`src/rtl/maxnet_plu.sv`:
```
// Sequential Maxnet lateral-inhibition step: one neuron summed or updated per clock.
// Define MAXNET_PLU_ROUND_EN for round-half-up inhibition; otherwise the inhibition term is truncated.
module maxnet_plu #(
  parameter int N = 4,
  parameter int W = 8
) (
  input  logic           clk,
  input  logic           rst_n,
  input  logic           start,
  input  logic [N*W-1:0] a_in,
  input  logic [W-1:0]   eps,
  output logic [N*W-1:0] a_out,
  output logic           done,
  output logic           valid,
  output logic           busy
);

  localparam int SW = W + $clog2(N);
  localparam int PW = SW + W;
  localparam int IW = $clog2(N + 1);

  typedef enum logic [1:0] {IDLE, SUM, UPD, DONE} state_t;

  state_t         state_reg;
  logic [IW-1:0]  idx_reg;
  logic [N*W-1:0] cap_reg;
  logic [N*W-1:0] res_reg;
  logic [N*W-1:0] a_out_reg;
  logic [W-1:0]   eps_reg;
  logic [W-1:0]   aj_reg;
  logic [SW-1:0]  sum_reg;
  logic [PW-1:0]  prod_reg;

  logic [W-1:0]   cap_arr [N];
  logic [W-1:0]   cur_a;
  logic [SW-1:0]  diff;
  logic [SW:0]    d_val;
  logic [W-1:0]   new_val;
  logic [N*W-1:0] res_next;
  logic [N-1:0]   nz;

  genvar gi;
  generate
    for (gi = 0; gi < N; gi++) begin : g_neuron
      assign cap_arr[gi] = cap_reg[gi*W +: W];
      // Neuron gi is written one UPD cycle after its product was registered.
      assign res_next[gi*W +: W] = (state_reg == UPD && idx_reg == IW'(gi + 1))
                                   ? new_val : res_reg[gi*W +: W];
      assign nz[gi] = |a_out_reg[gi*W +: W];
    end
  endgenerate

  always_comb begin
    cur_a = '0;
    for (int i = 0; i < N; i++) begin
      if (idx_reg == IW'(i)) cur_a = cap_arr[i];
    end
  end

  // S never drops below any captured neuron, so this cannot wrap.
  assign diff = sum_reg - SW'(cur_a);

`ifdef MAXNET_PLU_ROUND_EN
  localparam logic [PW:0] HALF = (PW+1)'(1) << (W - 1);
  logic [PW:0] prod_rnd;
  assign prod_rnd = {1'b0, prod_reg} + HALF;
  assign d_val    = prod_rnd[PW:W];
`else
  assign d_val = {1'b0, prod_reg[PW-1:W]};
`endif

  assign new_val = (d_val >= (SW+1)'(aj_reg)) ? '0 : aj_reg - d_val[W-1:0];

  always_ff @(posedge clk or negedge rst_n) begin
    if (!rst_n) begin
      state_reg <= IDLE;
      idx_reg   <= '0;
      cap_reg   <= '0;
      res_reg   <= '0;
      a_out_reg <= '0;
      eps_reg   <= '0;
      aj_reg    <= '0;
      sum_reg   <= '0;
      prod_reg  <= '0;
    end else begin
      case (state_reg)
        IDLE: begin
          if (start) begin
            cap_reg   <= a_in;
            eps_reg   <= eps;
            sum_reg   <= '0;
            idx_reg   <= '0;
            state_reg <= SUM;
          end
        end
        SUM: begin
          sum_reg <= sum_reg + SW'(cur_a);
          if (idx_reg == IW'(N - 1)) begin
            idx_reg   <= '0;
            state_reg <= UPD;
          end else begin
            idx_reg <= idx_reg + 1'b1;
          end
        end
        UPD: begin
          // Multiply is registered; the write-back trails it by one cycle.
          if (idx_reg != IW'(N)) begin
            prod_reg <= PW'(eps_reg) * PW'(diff);
            aj_reg   <= cur_a;
          end
          res_reg <= res_next;
          if (idx_reg == IW'(N)) begin
            a_out_reg <= res_next;
            idx_reg   <= '0;
            state_reg <= DONE;
          end else begin
            idx_reg <= idx_reg + 1'b1;
          end
        end
        DONE: state_reg <= IDLE;
        default: state_reg <= IDLE;
      endcase
    end
  end

  assign a_out = a_out_reg;
  assign done  = (state_reg == DONE);
  assign busy  = (state_reg != IDLE);
  assign valid = (nz != '0) && ((nz & (nz - N'(1))) == '0);

endmodule

```
`config.mk`:
```
export PLATFORM = sky130hd
export DESIGN_NAME = maxnet_plu
export DESIGN_NICKNAME = d
export VERILOG_FILES = /design/src/rtl/maxnet_plu.sv
export SDC_FILE = /design/constraint.sdc
export NUM_CORES = 1
export LEC_CHECK = 0
export CORE_AREA = 2 2 129 131
export DETAILED_ROUTE_END_ITERATION = 6
export DIE_AREA = 0 0 131 133
export PLACE_DENSITY = 0.82
export RECOVER_POWER = 25
export SLEW_MARGIN = 20
export SYNTH_ARGS = -nofsm -noshare
export SYNTH_HDL_FRONTEND = slang
export SYNTH_SLANG_ARGS = --single-unit
```
`constraint.sdc`:
```
create_clock -name clk -period 9.2 [get_ports clk]
set_input_delay 2.3 -clock clk [delete_from_list [all_inputs] [get_ports clk]]
set_output_delay 2.3 -clock clk [all_outputs]
set_load 0.005 [all_outputs]
```
* Word level (Yosys, flattened, before mapping)
Index checks and enable logic that the tools add are counted.
Widths: inputs -> output; s select.
** Operators by class
- Reduce and logical (&&, ||, !) cells :: 22
- Order comparisons :: 1
- Equal/unequal tests :: 11
- Mux-type cells :: 19
- $add $sub $neg :: 5
- Bitwise operators :: 1
- Shift operators :: 0
- Multiply operators :: 1
- Div/mod/pow operators :: 0
** Operators by type and width (number)
- $mux 8 :: 9
- $reduce_or 8->1 :: 4
- $pmux 10 s2 :: 1
- $mul 8x10->18 :: 1
- $add 10x8->10 :: 1
- $ge 10x8->1 :: 1
- $mux 10 :: 1
- $reduce_and 2->1 :: 5
- $sub 10x8->10 :: 1
- $mux 3 :: 3
- $pmux 3 s3 :: 1
- $pmux 2 s4 :: 1
- $sub 8x8->8 :: 1
- $eq 3x2->1 const B :: 2
- $mux 2 :: 3
- $logic_and 1x1->1 :: 5
- $and 4x4->4 :: 1
- $eq 2x2->1 const B :: 2
- $logic_not 4->1 :: 1
- $ne 2x2->1 const B :: 2
- $reduce_bool 2->1 :: 2
- $reduce_bool 4->1 :: 1
- $sub 4x1->4 const B :: 1
- $add 3x1->3 const B :: 1
- 9 further kinds :: 9
** Storage, ports and cells
- Input bits :: 43
- Output and inout port bits :: 35
- Memory bits (read-only) :: 0
- Bits in writable memories :: 0
- Memories kept :: 0
- Logic and storage cells :: 69
- Bits in latches :: 0
- Flip-flop bits (word level) :: 145

* Longest topological paths before layout
- Depth in word-level cells :: 7
- Gate-level depth with buffers :: 32

* Least setup slack after synthesis
OpenSTA, ideal clock, no wires.
- Path kind :: reg-to-reg
- From :: reg idx_reg[1]
- To :: reg prod_reg[17]
- Period minus slack after synthesis :: 6.634 ns
- Data required time :: 9.066 ns
- Path buffers :: 3
- Cell stages (with the launch flop) :: 31
- Arrival time :: 6.499 ns
- Setup slack :: 2.566 ns
- Setup time :: 0.134 ns
- Cells stage by stage :: dfrtp_1 inv_1 ha_1 clkbuf_1 clkbuf_1 nor2_1 a21oi_1 o21ai_0 a22oi_1 inv_1 ha_1 nand2b_1 a21oi_1 o21ai_2 a21oi_2 or3_1 clkbuf_1 a21bo_2 fa_1 inv_1 fa_1 fa_1 inv_1 fa_1 inv_1 ha_1 and3_1 a211oi_1 o221ai_1 xnor2_1 o21ai_0
** Between the ends
- Cells in the longest elaborated chain, start to end :: 7
- Elaborated cells between the ends (all ways) :: 12
** Ends and longest elaborated chain
- start, declared :: line 25 : logic [IW-1:0] idx_reg;
- start signal, assigned :: line 102 : idx_reg <= idx_reg + 1'b1;
- start signal, assigned :: line 117 : idx_reg <= idx_reg + 1'b1;
- $logic_not 3->1 :: line 56 : if (idx_reg == IW'(i)) cur_a = cap_arr[i];
- $mux 8 (3 in a row) :: line 56
- $mux 8 * :: line 56
- named net cur_a[2] :: line 35 : logic [W-1:0] cur_a;
- $sub 10x8->10 * :: line 61 : assign diff = sum_reg - SW'(cur_a);
- $mul 8x10->18 * :: line 108 : prod_reg <= PW'(eps_reg) * PW'(diff);
- end signal, assigned :: line 108
- end, declared :: line 32 : logic [PW-1:0] prod_reg;
The timed path passes the listed nets; every way through them passes the cells marked *.
A chain may end at the register's enable or synchronous reset.

* Final worst setup path
- From :: reg idx_reg[1]
- To :: reg prod_reg[13]
Same word-level chain as after synthesis.

==> metrics.yaml <==
outcome: "finished with violations"
violations: "capacitance limit, slew limit"
dr.first_iter.drc_count: 382
num_antenna_cells: 0
worst-path-max-fanout: 17
grt_util_met1_pct: 35.4
finClkSkew_ns: 0.00811
syn-mean-instance-area_sq_um: 9.33
place_worst_setup_slack_ns: 1.85
startpoint_type: "flip-flop"
maxSlewHeadroom_pct: -153
synth_top_area_cell: "dfrtp_1"
worstSetupEndpointType: "flip-flop"
synth_top_area_share_pct: 34.9
layout_setup_ws_ns: 1.79
hold_viol: 0
maxCapViolCount: 2
port_buffers: 77
hold_path_class: "reg -> reg"
synth_ff_type: "dfrtp_1"
ctsRootBufferMaster: "clkbuf_16"
rsz0062_at_grt: "false"
drive_above_1_share_pct: 8.11
die_w_um: 131
worst_pin_slew_ns: 3.79
grt_pass1_vias: 7261
reg2reg_slack_ns: 1.79
clockBufferDepth: 2
drt-wirelength-per-cell_um: 16.0
grt.total_usage_pct: 25.6
clkLatencyLatePin_ns: 0.43
dp_hpwl_mm: 15.2
syn_area_sq_um: 9260
nets: 1218
netlist_top_cells_area: "dfrtp_1 (35%), fa_1 (11%), ha_1 (10%)"
synth_cell_types: 65
via_per_inst: 5.60
drc: 0
worstPathArrival_ns: 7.68
rows: 47
grt_pass1_wl_mm: 35.1
drtAntennaViolNets: 0
nFillCells: 1254
grt_max_degree: 74
min_path_cells: 2
max_freq_mhz: 135
htreeDepth: 4
ios: 78
grt_busiest_layer: "met2"
post_cts_buffers: 0
r2r_end: "prod_reg[13]"
synth_seq_cells: 129
grtUsageMet3_pct: 4.37
overflow: 0
crit_type: "reg -> reg"
die_y_um: 133
design.core.area_sq_um: 16200
async_flop_share_pct: 100
reg2reg_depth: 26
syn_nets: 1162
initial_core_util_pct: 57.3
min_period_ns: 7.41
syn_inst: 992
syn_to_final_growth_pct: 15.9
cts_resized: 0
wl_mm: 20.5
place.gp.congestion: 0.920
vias: 7170
cts_tree: "done"
layout_common_cells: "nand2_1 (142), dfrtp_1 (129), inv_1 (109)"
ys_seq_area_share_pct: 34.9
worstHoldStart: "res_reg[16]"
setup_violations: 0
drv_slew: 128
final_common_cell: "nand2_1"
min_period_over_period_pct: 80.5
whs_endpoint: "res_reg[16]"
cts_made_buffers: 17
yosys_warnings: 0
worstPathRequired_ns: 9.47
ctsHoldBuffers: 0
setup_tns_ns: 0
synth_edf_count: 0
die_area_sq_um: 17400
reg2reg_from: "idx_reg[1]"
first_pass_iters: 5
clk_pin_slew_ns: 0.06
antenna_found_initial: 0
clock_sinks: 129
gr-usage-met2_pct: 41.2
worst max-delay path, cell delays in order, from the launching register on:
cell and delay (ns):
dfrtp_1 0.42, inv_1 0.10, ha_1 0.49, nor2_1 0.10, a21oi_1 0.15, o21ai_0 0.10
a22oi_1 0.50, inv_1 0.10, ha_1 0.31, o21bai_1 0.14, a21oi_1 0.12, o21ai_0 0.32
a31oi_1 0.16, xnor2_1 0.51, nor2b_1 0.14, fa_1 0.58, fa_1 0.44, fa_1 0.55
inv_1 0.06, fa_1 0.53, inv_1 0.04, ha_1 0.35, a21oi_1 0.19, o21a_1 0.19
o21ai_1 0.13, a2111oi_0 0.45, a211oi_1 0.09
layer usage:
metal,wire [um],vias to the layer above
met3,898,39
met2,10000,185
met5,0,-
met4,404,0
met1,9190,3517
li1,-,3429
worst max-delay path by stage:
stage | endpoint | cells after the start | from
global route | prod_reg[13] | 26 | idx_reg[1]
finish | prod_reg[13] | 26 | idx_reg[1]
CTS | prod_reg[13] | 26 | idx_reg[1]
floorplan | prod_reg[17] | 30 | idx_reg[1]
global placement | prod_reg[17] | 26 | idx_reg[0]
detailed placement | prod_reg[14] | 27 | idx_reg[1]
cell type report:
type | instances | area (sq um) | share of cell area, %
multi-input combinational | 712 | 5450 | 50.8
sequential | 129 | 3230 | 30.1
timing repair buffer | 79 | 776 | 7.23
clock buffer | 18 | 429 | 4.00
inverter | 109 | 409 | 3.81
tap | 220 | 275 | 2.56
clock inverter | 14 | 168 | 1.56
cell families after synthesis:
group / synth area share [%]
AOI/OAI and AO/OA: 14.1
xor gates and xnor gates: 2.08
adders and majority gates: 21.2
buffers and inverters: 6.14
DFF: 34.9
muxes: 6.08
and+or+nand+nor: 15.5
through the flow:
step | instances | instance area (sq um) | utilization [%] | hold WS, ns
6_report | 1281 | 10700 | 66.4 | 0.471
5_1_grt | 1281 | 10700 | 66.4 | 0.490
4_1_cts | 1281 | 10800 | 66.5 | 0.474
3_5_place_dp | 1249 | 10200 | 62.8 | 0.453
3_3_place_gp | 1249 | 10200 | 62.8 | 0.448
2_1_floorplan | 992 | 9260 | - | 0.437
cell usage after synthesis, drive strengths merged (7+ instances only):
cell type	instances
dfrtp	129
nor2b	37
a22oi	7
buf	9
nor4	7
fa	50
inv	109
o31ai	8
mux2i	9
mux2	42
nand2	143
xnor2	16
a21boi	7
nand3	8
a21oi	39
clkbuf	33
ha	77
nor2	38
o21ai	102
and2	17
nand2b	22
Power is left out: the tool's default activity adds up to more than one toggle a clock period on the data nets, which glitch-free logic cannot reach.
